File: config.mk
export PLATFORM = sky130hd
export DESIGN_NAME = div_issue_ctrl
export DESIGN_NICKNAME = d
export VERILOG_FILES = /design/src/rtl/div_issue_ctrl.sv
export SDC_FILE = /design/constraint.sdc
export NUM_CORES = 1
export LEC_CHECK = 0
export BUFFER_PORTS_ARGS = -buffer_cell sky130_fd_sc_hd__buf_4
export CAP_MARGIN = 20
export CORE_AREA = 3 3 179 181
export CTS_CLUSTER_SIZE = 10
export DETAILED_ROUTE_END_ITERATION = 7
export DIE_AREA = 0 0 182 184
export PLACE_DENSITY = 0.7
export SLEW_MARGIN = 40
export SYNTH_ARGS = -nofsm -noshare
export SYNTH_HDL_FRONTEND = slang
export SYNTH_SLANG_ARGS = --single-unit
export TNS_END_PERCENT = 100
File: constraint.sdc
create_clock -name clk -period 18.1 [get_ports clk]
set_input_delay 1.81 -clock clk [delete_from_list [all_inputs] [get_ports clk]]
set_output_delay 1.81 -clock clk [all_outputs]
set_load 0.005 [all_outputs]
File: src/rtl/div_issue_ctrl.sv
// div_issue_ctrl: issue/retire controller in front of the iterative divider in the MDU.
// Takes one RV64M divide op (DIV/DIVU/REM/REMU and their W forms) through a valid/ready
// handshake. Divide-by-zero and signed overflow are resolved locally in one cycle. All
// other ops are sequenced through the external divider. One result is returned to
// writeback through a second valid/ready handshake.
//
// Ports
//   clk, rst                  clock, asynchronous active-high reset
//   iFlush                    synchronous abort; drops any in-flight op
//   iValid/oReady             op request handshake; iOp, iWord, iRs1, iRs2 are the op fields
//   oValid/iReady, oResult    result handshake to writeback
//   oDivValid, oDivReady      divider load and advance
//   oDivDivd, oDivDivr        divider operands
//   oDivSigned                divider signedness
//   iDivValid, iDivQuot/Rem   divider completion and results
module div_issue_ctrl #(
  parameter int unsigned WIDTH = 64
) (
  input  logic             clk,
  input  logic             rst,
  input  logic             iFlush,
  input  logic             iValid,
  output logic             oReady,
  input  logic [1:0]       iOp,
  input  logic             iWord,
  input  logic [WIDTH-1:0] iRs1,
  input  logic [WIDTH-1:0] iRs2,
  output logic             oValid,
  input  logic             iReady,
  output logic [WIDTH-1:0] oResult,
  output logic             oDivValid,
  output logic             oDivReady,
  output logic [WIDTH-1:0] oDivDivd,
  output logic [WIDTH-1:0] oDivDivr,
  output logic             oDivSigned,
  input  logic             iDivValid,
  input  logic [WIDTH-1:0] iDivQuot,
  input  logic [WIDTH-1:0] iDivRem
);

  localparam logic [1:0] StIdle  = 2'd0;
  localparam logic [1:0] StStart = 2'd1;
  localparam logic [1:0] StBusy  = 2'd2;
  localparam logic [1:0] StDone  = 2'd3;

  localparam logic [WIDTH-1:0] MinVal = {1'b1, {(WIDTH-1){1'b0}}};

  function automatic logic [WIDTH-1:0] sext32(input logic [WIDTH-1:0] x);
    return {{(WIDTH-32){x[31]}}, x[31:0]};
  endfunction

  function automatic logic [WIDTH-1:0] zext32(input logic [WIDTH-1:0] x);
    return {{(WIDTH-32){1'b0}}, x[31:0]};
  endfunction

  logic [1:0]       state_q, state_d;
  logic             rem_q, rem_d;
  logic             word_q, word_d;
  logic             signed_q, signed_d;
  logic [WIDTH-1:0] divd_q, divd_d;
  logic [WIDTH-1:0] divr_q, divr_d;
  logic [WIDTH-1:0] result_q, result_d;

  logic [WIDTH-1:0] rs1_n, rs2_n;
  logic             is_signed, div_zero, sgn_ovf;
  logic [WIDTH-1:0] spec_res, div_res;

  // Operand narrowing and special-case detection on the incoming op.
  always_comb begin
    is_signed = ~iOp[0];
    rs1_n     = iRs1;
    rs2_n     = iRs2;
    if (iWord) begin
      rs1_n = is_signed ? sext32(iRs1) : zext32(iRs1);
      rs2_n = is_signed ? sext32(iRs2) : zext32(iRs2);
    end
    div_zero = (rs2_n == '0);
    // W forms never overflow here: the full-width divide of sign-extended
    // operands already yields the correct low 32 bits.
    sgn_ovf  = is_signed & ~iWord & (rs1_n == MinVal) & (rs2_n == '1);
    if (div_zero) begin
      spec_res = iOp[1] ? rs1_n : '1;
    end else begin
      spec_res = iOp[1] ? '0 : MinVal;
    end
    if (iWord) spec_res = sext32(spec_res);
    div_res = rem_q ? iDivRem : iDivQuot;
    if (word_q) div_res = sext32(div_res);
  end

  always_comb begin
    state_d  = state_q;
    rem_d    = rem_q;
    word_d   = word_q;
    signed_d = signed_q;
    divd_d   = divd_q;
    divr_d   = divr_q;
    result_d = result_q;
    if (iFlush) begin
      state_d = StIdle;
    end else begin
      case (state_q)
        StIdle: begin
          if (iValid) begin
            rem_d    = iOp[1];
            word_d   = iWord;
            signed_d = is_signed;
            divd_d   = rs1_n;
            divr_d   = rs2_n;
            if (div_zero || sgn_ovf) begin
              result_d = spec_res;
              state_d  = StDone;
            end else begin
              state_d = StStart;
            end
          end
        end
        StStart: state_d = StBusy;
        StBusy: begin
          if (iDivValid) begin
            result_d = div_res;
            state_d  = StDone;
          end
        end
        StDone: begin
          if (iReady) state_d = StIdle;
        end
        default: state_d = StIdle;
      endcase
    end
  end

  always_ff @(posedge clk or posedge rst) begin
    if (rst) begin
      state_q  <= StIdle;
      rem_q    <= 1'b0;
      word_q   <= 1'b0;
      signed_q <= 1'b0;
      divd_q   <= '0;
      divr_q   <= '0;
      result_q <= '0;
    end else begin
      state_q  <= state_d;
      rem_q    <= rem_d;
      word_q   <= word_d;
      signed_q <= signed_d;
      divd_q   <= divd_d;
      divr_q   <= divr_d;
      result_q <= result_d;
    end
  end

  always_comb begin
    oReady     = (state_q == StIdle) & ~iFlush;
    oValid     = (state_q == StDone) & ~iFlush;
    oResult    = result_q;
    oDivValid  = (state_q == StStart);
    // Drop advance as soon as the divider reports done so it freezes on its result.
    oDivReady  = ~iFlush & ((state_q == StStart) | ((state_q == StBusy) & ~iDivValid));
    oDivDivd   = divd_q;
    oDivDivr   = divr_q;
    oDivSigned = signed_q;
  end

endmodule

# After elaboration in Yosys (flattened, before gate mapping)
# Cells that the tools add are included.
[word_totals] register_bits=197
[classes] n_eq_ne=11 mux=20 bitwise=12 n_reduce_logical=7
[ops] cell="64-bit two-way mux" count=13
[ops] cell="64-bit equality test, second input constant" count=2
[ops] cell="64-bit case mux with 2 select lines" count=1
[ops] cell="64-bit logical NOT" count=1
[ops] cell="2-bit two-way mux" count=5
[ops] cell="3-bit != test, second input constant" count=3
[ops] cell="2-bit case mux with 4 select lines" count=1
[ops] cell="1-bit bitwise AND" count=7
[ops] cell="2-bit != test, second input constant" count=3
[ops] cell="3-bit AND reduction" count=2
[ops] cell="5-bit AND reduction" count=1
[ops] cell="2-bit equality test, second input constant" count=2
[ops] cell="1-bit NOT" count=4
[ops] cell="2-bit by 1-bit equality test with 1-bit output, second input constant" count=1
[ops] cell="2-bit logical NOT" count=1
[ops] cell="2-bit nonzero test" count=1
[ops] cell="1-bit logical OR" count=1
[ops] cell="1-bit OR" count=1

# Longest topological paths before layout
[depth] depth_word=10 ltp_mapped=10 mapped_depth_nobuf=7

# Least setup slack after synthesis
# Ideal clock, no wire load.
[synth_timing] kind="input to register" from="input port iRs1[57]" to="register result_q[21], in the netlist oResult[21]" setup_ps=125 t_arrival_ps=4159 t_required_ps=17975 setup_slack_ps=13816 stages=7 path_buffers=1 path_cell_list="nand4bb_1 -> or4_1 -> or4_1 -> or4_4 -> a31oi_4 -> buf_6 -> mux2_2"
[synth_via] elab_chain_cells=7
[synth_rtl] item="start, declared" line_no="26" source="input logic [WIDTH-1:0] iRs1,"
[synth_rtl] item="64-bit two-way mux" line_no="73" source="if (iWord) begin"
[synth_rtl] item="64-bit equality test" line_no="80" source="sgn_ovf = is_signed & ~iWord & (rs1_n == MinVal) & (rs2_n == '1);"
[synth_rtl] item="1-bit bitwise AND (2 in series)" line_no="80"
[synth_rtl] item="1-bit logical OR" line_no="110" source="if (div_zero || sgn_ovf) begin"
[synth_rtl] item="2-bit != test (no line)"
[synth_rtl] item="5-bit AND reduction (no line)"
[synth_rtl] item="end signal, assigned" line_no="149" source="result_q <= result_d;"
[synth_rtl] item="end, declared" line_no="62" source="logic [WIDTH-1:0] result_q, result_d;"
# No other way between the ends.
# A chain may end at the register's enable or synchronous reset.

# Final worst setup path
[layout_timing] from="input port iRs1[55]" to="register result_q[26], in the netlist oResult[26]"
# Same word-level chain as after synthesis.

==> run_results.csv <==
group,metric,value,unit
yosys,synth_ff_type,"dfrtp_1",
yosys,yosys-mux-area-fraction,0.204,
clock_network,clk_pin_slew,0.09,ns
setup_path,r2r-start,"state_q[0]",
setup_path,regToRegSetupSlack,14.78,ns
yosys,yosys_register_bits,197,
detailed_routing,vias,9712,
yosys,yosysSeqAreaShare,0.481,
setup_path,crit_required,18.42,ns
yosys,synthArstFlopShare,1.00,
detailed_routing,postRouteAntennaNets,0,
global_route,grt_max_degree,129,
clock_network,clock_sinks,197,
detailed_routing,drt_iter0_markers,560,
floorplan,dieArea,33500,µm²
power_and_ir_drop,vdd_drop_max,0.0000756,V
sta,fmax,203,MHz
cells_and_area,nets,1718,
sta,rsz0062_at_grt,"no",
global_route,grt_use_total,0.234,
placement,dp_slack,12.68,ns
yosys,synth.distinct_cells,38,
sta,min_period,4.94,ns
clock_network,clk_latency,0.45,ns
detailed_routing,viasPerCell,5.23,
yosys,synth_area,10200,µm²
placement,io_buffers,461,
sta,layout_setup_ws,13.16,ns
power_and_ir_drop,p_leak,0.00718,µW
sta,timing.hold.ws,0.489,ns
detailed_routing,drt-met1-wl,15.4,mm
floorplan,core.rowCount,64,
yosys,yosys_warnings,0,
clock_network,cts_resized,0,
setup_path,r2r_cells,9,
yosys,synthSimpleGateAreaFrac,0.133,
min_path,hold_class,"reg2reg",
yosys,syn-num-nets,1306,
floorplan,core,30600,µm²
detailed_routing,drc,0,
cells_and_area,post-route-util,0.477,
clock_network,cts_tree,"done",
yosys,synth-edff-count,0,
detailed_routing,drt_pass1_iterations,5,
yosys,synth_compound_area_frac,0.128,
setup_path,cp-start-kind,"primary input",
global_route,antenna_found_initial,0,
placement,dp.cells,1826,
floorplan,die_x,182,µm
yosys,yosys.area_share.adder,0.00488,
clock_network,cts_root_buf,"clkbuf_16",
clock_network,cts_buffers,17,
cells_and_area,area_growth,42.4,%
yosys,yosysMostFrequentCell,"dfrtp_1",
detailed_routing,wl_met2,20.7,mm
detailed_routing,wl_met3,2.98,mm
detailed_routing,top_layer,"met4",
detailed_routing,routed_wl,40.4,mm
setup_path,path_class,"in2reg",
yosys,synthXorXnorAreaFrac,0.000855,
min_path,hold_start,"oDivDivd[36]",
yosys,synth_top_family_by_area,"multiplexers",
floorplan,fp.dieH,184,µm
sta,finalHoldViolations,0,
sta,final.setup.tns,0,ns
yosys,yosysTopAreaCellShare,0.481,
sta,worstMarginPinSlew,0.894,ns
clock_network,clock_path_buffers,2,
yosys,syn_avg_cell_area,9.88,µm²
sta,drv_slew,0,
detailed_routing,avgRoutedWirePerCell,21.7,µm
floorplan,start_util,0.335,
sta,setup_viol,0,
sta,final.period_utilization,0.273,
yosys,yosys.area.top_type,"dfrtp_1",
sta,finClkSkew,0.0118,ns
cells_and_area,drive_gt1_frac,0.437,
setup_path,r2r_end,"oResult[26]",
floorplan,io-pin-count,462,
placement,dp_hpwl,30.5,mm
global_route,grt_pass1_vias,9984,
setup_path,worst_ep_arrival_time,5.26,ns
clock_network,htree_levels,4,
clock_network,cts_hold_buf,0,
yosys,syn_inst,1037,
placement,place_congestion,0.844,
min_path,min_to,"oDivDivd[36]",
cells_and_area,stdcell_count,1858,
run,maxCapViolCount,0,
global_route,grt_overflow,0,
run_status,status,"finished, final reports clean",
min_path,min_path_cells,2,
cells_and_area,antennaDiodeCount,0,
sta,slew_headroom,0.404,
cells_and_area,num-fill-cells,2912,
clock_network,cts_setup_buffers,0,
yosys,synth_area_leaders,"dfrtp_1 48%, mux2_2 13%, mux2i_1 6.2%",
setup_path,crit_path_end_kind,"flip-flop",
global_route,grt_pass1_wl,60.1,mm
power_and_ir_drop,p_per_area,145,nW/µm²
setup_path,cp_max_fo,57,
yosys,yosys-top-cells-count,"197 x dfrtp_1, 120 x mux2_2, 103 x nor2_1",
==> routing by layer <==
layer | global-route usage | up-vias
li1 | - | 4492
met1 | 0.273 | 4706
met2 | 0.417 | 449
met3 | 0.0578 | 65
met4 | 0.0844 | 0
met5 | 0 | -
==> power breakdown <==
part	switching, µW	internal [µW]
Clock	201	184
Combinational	427	523
Sequential	138	647
Total	766	1350
==> cell type report <==
type / instances / area (µm²) / area share
clock buffers: 17 / 425 / 0.0292
clock inverters: 15 / 141 / 0.00969
inverters: 39 / 159 / 0.0109
multi-input cells: 720 / 4870 / 0.334
flip-flops and latches: 197 / 4930 / 0.338
well taps: 396 / 495 / 0.0340
repair buffers: 474 / 3570 / 0.244
==> worst max-delay path by stage <==
stage,from,end,cells past startpoint
detailed placement,iRs1[28],oResult[26],8
global route,iWord,oResult[48],9
floorplan,rst,oDivDivd[0],1
finish,iRs1[55],oResult[26],8
global placement,iWord,oResult[21],7
CTS,iRs1[28],oResult[59],8
==> kinds of logic (layout without fill, tap and decap cells) <==
| logic type | after synthesis | in the layout |
|---|---|---|
| AO/OA/AOI/OAI | 237 | 237 |
| buffers and inverters | 120 | 545 |
| XOR/XNOR | 1 | 1 |
| flip-flops | 197 | 197 |
| multiplexers | 193 | 193 |
| AND/OR/NAND/NOR | 285 | 285 |
| adder cells (fa/ha/maj) | 4 | 4 |
==> through the flow <==
step	power, µW	instance area [µm²]
6_report	2120	14600
4_1_cts	2140	14600
3_5_place_dp	1760	14000
5_1_grt	2260	14600
3_3_place_gp	1730	14000
2_1_floorplan	1210	10200
==> layout by cell type, fill, tap and decap left out, types with 5 or more instances in the layout <==
| master | n |
|---|---|
| o21ai_0 | 67 |
| o22ai_1 | 33 |
| nor2b_1 | 34 |
| nor4_1 | 27 |
| nor2_1 | 102 |
| buf_4 | 472 |
| clkbuf_16 | 17 |
| nand2_1 | 75 |
| clkinv_4 | 5 |
| mux2_1 | 10 |
| dfrtp_1 | 196 |
| nand4_1 | 17 |
| mux2i_1 | 63 |
| mux2_2 | 120 |
| a21oi_1 | 97 |
| inv_1 | 36 |
| a31oi_1 | 32 |
==> worst max-delay path, stage by stage <==
cell and delay, ns:
buf_4 0.13, nor4_1 0.68, nand4_1 0.13, or4_1 0.55, or4_4 0.45, a31oi_4 0.35
buf_4 0.70, mux2_2 0.41
==> flip-flops by register name, indices dropped and copies added, names as in the netlist <==
register    count
oDivDivd       64
oDivDivr       64
oResult        64
state_q         2
oDivSigned      1
rem_q           1
word_q          1
Power figures use the tool's default switching activity.
